### src/rtl/fifo_sync_ctrl_pkg.sv
// Shared FIFO helpers: pointer-width derivation and depth legality check,
// common to the synchronous controller and future asynchronous variants.
package fifo_sync_ctrl_pkg;

    localparam int FIFO_DEFAULT_WIDTH = 8;
    localparam int FIFO_DEFAULT_DEPTH = 16;

    // One extra MSB distinguishes full from empty when the low bits match.
    function automatic int fifo_ptr_width(input int depth);
        return $clog2(depth) + 1;
    endfunction

    function automatic bit fifo_depth_ok(input int depth);
        return (depth >= 2) && ((depth & (depth - 1)) == 0);
    endfunction

endpackage

### src/rtl/fifo_sync_ctrl_memory.sv
// Storage array for the FIFO: one synchronous write port, one asynchronous
// show-ahead read port addressed by the pointer low bits.
module fifo_memory
    import fifo_sync_ctrl_pkg::*;
#(
    parameter int WIDTH     = FIFO_DEFAULT_WIDTH,
    parameter int DEPTH     = FIFO_DEFAULT_DEPTH,
    parameter int PTR_WIDTH = fifo_ptr_width(DEPTH)
) (
    input  logic                 WCLK,
    input  logic                 W_EN,
    input  logic                 FULL,
    input  logic                 empty_in,
    input  logic [PTR_WIDTH-2:0] W_ADDR,
    input  logic [WIDTH-1:0]     W_DI,
    input  logic [PTR_WIDTH-2:0] R_ADDR,
    output logic [WIDTH-1:0]     R_DO
);

    logic [WIDTH-1:0] mem_q [DEPTH];

    // NOTE: the array has no reset; stale contents are never observable because
    // the pointers gate every read, and a reset port would block RAM inference.
    always_ff @(posedge WCLK) begin
        if (W_EN && !FULL) begin
            mem_q[W_ADDR] <= W_DI;
        end
    end

    // Drive a clean zero while empty instead of whatever the stale slot holds.
    assign R_DO = empty_in ? '0 : mem_q[R_ADDR];

endmodule

### src/rtl/fifo_sync_ctrl.sv
// Single-clock FIFO controller: owns the wrap-bit pointers, gates writes into
// fifo_memory, and decodes level flags and sticky error flags.
module fifo_sync_ctrl
    import fifo_sync_ctrl_pkg::*;
#(
    parameter int WIDTH     = FIFO_DEFAULT_WIDTH,
    parameter int DEPTH     = FIFO_DEFAULT_DEPTH,
    parameter int PTR_WIDTH = fifo_ptr_width(DEPTH),
    parameter int AFULL_TH  = 12,
    parameter int AEMPTY_TH = 2
) (
    input  logic                 CLK,
    input  logic                 RSTN,
    input  logic                 W_EN,
    input  logic [WIDTH-1:0]     W_DI,
    input  logic                 R_EN,
    output logic [WIDTH-1:0]     R_DO,
    output logic                 FULL,
    output logic                 EMPTY,
    output logic                 ALMOST_FULL,
    output logic                 ALMOST_EMPTY,
    output logic [PTR_WIDTH-1:0] COUNT,
    output logic                 OVERFLOW,
    output logic                 UNDERFLOW,
    input  logic                 CLR_ERR
);

    if (!fifo_depth_ok(DEPTH) || (PTR_WIDTH != fifo_ptr_width(DEPTH))) begin : g_bad_param
        $error("fifo_sync_ctrl: DEPTH must be a power of 2 >= 2 and PTR_WIDTH = log2(DEPTH)+1");
    end

    localparam logic [PTR_WIDTH-1:0] AFULL_W  = PTR_WIDTH'(AFULL_TH);
    localparam logic [PTR_WIDTH-1:0] AEMPTY_W = PTR_WIDTH'(AEMPTY_TH);
    localparam logic [PTR_WIDTH-1:0] PTR_ONE  = PTR_WIDTH'(1);

    logic [PTR_WIDTH-1:0] w_ptr_q, w_ptr_d;
    logic [PTR_WIDTH-1:0] r_ptr_q, r_ptr_d;
    logic                 ovf_q, ovf_d;
    logic                 unf_q, unf_d;
    logic                 wr_ok, rd_ok;

    // Status is a pure decode of the registered pointers, so it never follows
    // W_EN/R_EN combinationally.
    assign EMPTY        = (w_ptr_q == r_ptr_q);
    assign FULL         = (w_ptr_q[PTR_WIDTH-1] != r_ptr_q[PTR_WIDTH-1]) &&
                          (w_ptr_q[PTR_WIDTH-2:0] == r_ptr_q[PTR_WIDTH-2:0]);
    assign COUNT        = w_ptr_q - r_ptr_q;
    assign ALMOST_FULL  = (COUNT >= AFULL_W);
    assign ALMOST_EMPTY = (COUNT <= AEMPTY_W);
    assign OVERFLOW     = ovf_q;
    assign UNDERFLOW    = unf_q;

    assign wr_ok = W_EN && !FULL;
    assign rd_ok = R_EN && !EMPTY;

    // NOTE: every variable gets a default at the top of the block, so no path
    // leaves one unassigned and no latch is inferred.
    always_comb begin
        w_ptr_d = w_ptr_q;
        r_ptr_d = r_ptr_q;
        ovf_d   = ovf_q;
        unf_d   = unf_q;
        if (wr_ok) w_ptr_d = w_ptr_q + PTR_ONE;
        if (rd_ok) r_ptr_d = r_ptr_q + PTR_ONE;
        if (CLR_ERR) begin
            ovf_d = 1'b0;
            unf_d = 1'b0;
        end
        // Setting is evaluated after clearing so a coincident error is kept.
        if (W_EN && FULL)  ovf_d = 1'b1;
        if (R_EN && EMPTY) unf_d = 1'b1;
    end

    // NOTE: state registers use non-blocking assignments so every flop samples
    // the pre-edge values regardless of block evaluation order.
    always_ff @(posedge CLK) begin
        if (!RSTN) begin
            w_ptr_q <= '0;
            r_ptr_q <= '0;
            ovf_q   <= 1'b0;
            unf_q   <= 1'b0;
        end else begin
            w_ptr_q <= w_ptr_d;
            r_ptr_q <= r_ptr_d;
            ovf_q   <= ovf_d;
            unf_q   <= unf_d;
        end
    end

    fifo_memory #(
        .WIDTH     (WIDTH),
        .DEPTH     (DEPTH),
        .PTR_WIDTH (PTR_WIDTH)
    ) u_mem (
        .WCLK     (CLK),
        .W_EN     (wr_ok),
        .FULL     (FULL),
        .empty_in (EMPTY),
        .W_ADDR   (w_ptr_q[PTR_WIDTH-2:0]),
        .W_DI     (W_DI),
        .R_ADDR   (r_ptr_q[PTR_WIDTH-2:0]),
        .R_DO     (R_DO)
    );

endmodule

### config.mk
export PLATFORM = sky130hd
export DESIGN_NAME = fifo_sync_ctrl
export DESIGN_NICKNAME = d
export VERILOG_FILES = /design/src/rtl/fifo_sync_ctrl_pkg.sv /design/src/rtl/fifo_sync_ctrl_memory.sv /design/src/rtl/fifo_sync_ctrl.sv
export SDC_FILE = /design/constraint.sdc
export NUM_CORES = 1
export LEC_CHECK = 0
export CORE_MARGIN = 5
export CORE_UTILIZATION = 64
export CTS_CLUSTER_DIAMETER = 200
export DETAILED_ROUTE_END_ITERATION = 6
export PLACE_DENSITY = 0.84
export SLEW_MARGIN = 0
export SYNTH_ARGS = -nofsm -noshare
export SYNTH_HDL_FRONTEND = slang
export SYNTH_HIERARCHICAL = 1
export SYNTH_SLANG_ARGS = --single-unit
### constraint.sdc
create_clock -name CLK -period 4.13 [get_ports CLK]
set_clock_uncertainty 0.05 [all_clocks]
set_input_delay 0.826 -clock CLK [delete_from_list [all_inputs] [get_ports CLK]]
set_output_delay 0.826 -clock CLK [all_outputs]
set_load 0.02 [all_outputs]
==> summary.md <==
| Metric | Value |
|---|---|
| Layout area overhead | 17.4% |
| Initial core utilization | 66.2% |
| Hold Path Depth | 2 |
| CP Capture Type | output pin |
| Worst Path Max Fanout | 12 |
| Period utilization | 96.6% |
| Synth area leaders | edfxtp_1 66%, mux4_1 9.5%, mux4_2 4.3%, dfxtp_1 4.1%, mux2i_1 2.4% |
| Insertion delay of the later-clocked pin in the worst-skew pair | approximately 0.52 ns |
| Post-synth top cells | 128 x edfxtp_1, 21 x mux4_1, 15 x nor2_1 |
| Post-detailed-route count of antenna-violating nets | 0 |
| Routed wire length | between 10000 and 15000 µm |
| Max-slew headroom | 29.5% |
| Cells after Synth | 310 |
| Hold-fix buffers, CTS | 0 |
| CTS root buffer | clkbuf_8 |
| Register area share after synthesis | 70.1% |
| Delay-heaviest family, CP | buffers and inverters |
| Wire length per cell | around 23 µm |
| Total CTS buffers | 17 |
| Depth of the worst register-to-register path | 7 |
| Input/output buffers | 31 |
| DRC Markers | 0 |
| Worst-margin pin slew | between 1 and 1.5 ns |
| Count leader, synth | edfxtp_1 |
| Post-synth ARST share | 0% |
| Hold Slack | 0.514 ns |
| Outcome | complete, no violations |
| R2r setup slk | 1.03 ns |
| H-tree lvl count | 4 |
| Core ar. | 8810 µm² |
| Number of global-route vias before repair | between 3000 and 4000 |
| # setup viols final | 0 |
| PnR worst setup slack | 0.139 ns |
| Die span in y | 105 µm |
| First-pass GRT wire length | around 18000 µm |
| Final #Nets | 381 |
| Classification of the worst setup path | flop to output pin |
| Tmin final | 3.99 ns |
| Cell depth of the worst setup path | 7 |
| Dpl hpwl | about 6800 µm |
| CP Cell Sequence | inv_1, fa_1, nand2b_1, a21oi_1, xnor2_1, a2111oi_2, clkdlybuf4s50_1 |
| Startpoint types | flop |
| CTS sink cnt | 140 |
| DRT Pass-1 Iters | 5 |
| Layout cells sized above 1 | between 15 and 20% |
| GPL Wtd Cong | 0.799 |
| Synth unique cells | 42 |
| Pre-CTS setup slack | ~0.59 ns |
| Syn Area/Cell | approximately 19 µm² |
| Row cnt | 34 |
| DIE AREA | 11100 µm² |
| Initial antenna violation count | 0 |
| Worst Path Required | roughly 3.3 ns |
| Slew Limit Fails | 0 |
| Final Hold Vio Count | 0 |
| Clock buffer depth | 2 |
| Unrepaired setup endpoints after global routing | false |
| Antenna Cells | 0 |
| Violation count after the first detailed-route iteration | between 200 and 250 |
| CTS tree | yes |
| Fin util | 77.6% |
| I/O pin count | 32 |
| Pwr per Cell Area | 525 nW/µm² |
| Post-Layout Cell Count | 482 |
| Number of vias per cell | 6.42 |
| Static leakage | 2.21 nW |
| Final Power | 3.59 mW |
| Tot GR Track Use | a little over a fifth |
| FMAX | 0.251 GHz |
| Setup TNS | 0 ns |
| Placement Cell Area | 6290 µm² |
| Buf/Inv on CP | 2 |
| Largest stage delay on the critical path | 0.66 ns |
| Syn nets | 330 |
| Area leader, netlist | edfxtp_1 |
| Largest net degree at the start of global routing | 32 |
| Inst Count DP | 449 |
| Max_cap viols | 0 |
| Hold crit path type | flop to flop |
| Slowest cell on the critical path | clkdlybuf4s50_1 |
| Peak VDD IR | 394 µV |
| Overflow after GRT | 0 |
| Synth Register Bits | 140 |
| Design area | a little under 7000 µm² |
| DR vias | 3094 |
| Top-area cell type share of the netlist area | 66.0% |
| Warnings, synthesis | 6 |
| CTS clk-pin slew, worst paths | 0.06 ns |
| CP arrival | 3.12 ns |
| DIE WIDTH | 105 µm |
| Netlist area before placement | 5830 µm² |
| Top FF cell, synth | edfxtp_1 |
| Post-synth EDFFs | between 100 and 150 |
cells by family after synthesis:
kind of cell | after synthesis | synth area share, %
buffers and inverters | 19 | 1.89
flip-flops | 140 | 70.1
AO/OA/AOI/OAI | 28 | 3.29
adder cells (fa/ha/maj) | 7 | 1.63
AND/OR/NAND/NOR | 63 | 5.78
multiplexers | 46 | 16.1
XOR/XNOR | 7 | 1.18
worst min-delay path, cell delays in order, from the launching register on:
cell and delay, ns:
dfxtp_1 0.36, o31ai_1 0.09, a21boi_1 0.06
per-layer routing:
metal / GRT usage (%) / up-vias / share of wire (%)
li1: - / 1381 / -
met4: 6.19 / 0 / 1.3
met5: 0 / - / 0
met2: 32.1 / 145 / 48
met1: 32.1 / 1552 / 42
met3: 5.56 / 16 / 8.0
sequential cells by signal, summed over array words and instances (netlist names):
name and flops:
UNDERFLOW 1, u_mem/mem_q 128, w_ptr_q 5, r_ptr_q 5, OVERFLOW 1
final cells by class:
| cell class | count | area [µm²] |
|---|---|---|
| Clock buffer | 18 | 418 |
| Clock inverter | 14 | 111 |
| Tap cell | 108 | 135 |
| Fill cell | 462 | 1970 |
| Sequential cell | 140 | 4090 |
| Multi-Input combinational cell | 151 | 1640 |
| Inverter | 8 | 30.0 |
| Timing Repair Buffer | 43 | 413 |
worst paths after layout:
| kind | start | endpoint |
|---|---|---|
| setup / recovery | w_ptr_q[1] | ALMOST_EMPTY |
| hold / removal | r_ptr_q[4] | r_ptr_q[4] |
| hold reg to reg | r_ptr_q[4] | r_ptr_q[4] |
| setup reg to reg | w_ptr_q[1] | u_mem/mem_q[11][7] |
report_power, final:
part | internal, mW | switching [mW] | leakage (nW) | total, mW
sequential | 1.57 | 0.0296 | 1.26 | 1.60
clock | 0.747 | 0.588 | 0.255 | 1.33
combinational | 0.322 | 0.327 | 0.702 | 0.650
total | 2.64 | 0.945 | 2.21 | 3.59
layout by cell type (no fill, tap or decap), types with 8 or more instances in the layout:
cell and instances:
mux4_2 11, dfxtp_1 9, inv_1 8, buf_4 11
mux4_1 21, nor2b_1 8, nand2_1 8, clkdlybuf4s50_1 31
mux2i_1 14, clkbuf_16 16, edfxtp_1 128, nor2_1 15
repair_timing:
action | in CTS | in global routing
endpoints found under the setup margin | 0 | 9
gates resized for setup | 0 | 5
buffers inserted | 0 | 1
(Power assumes the default switching activity.)
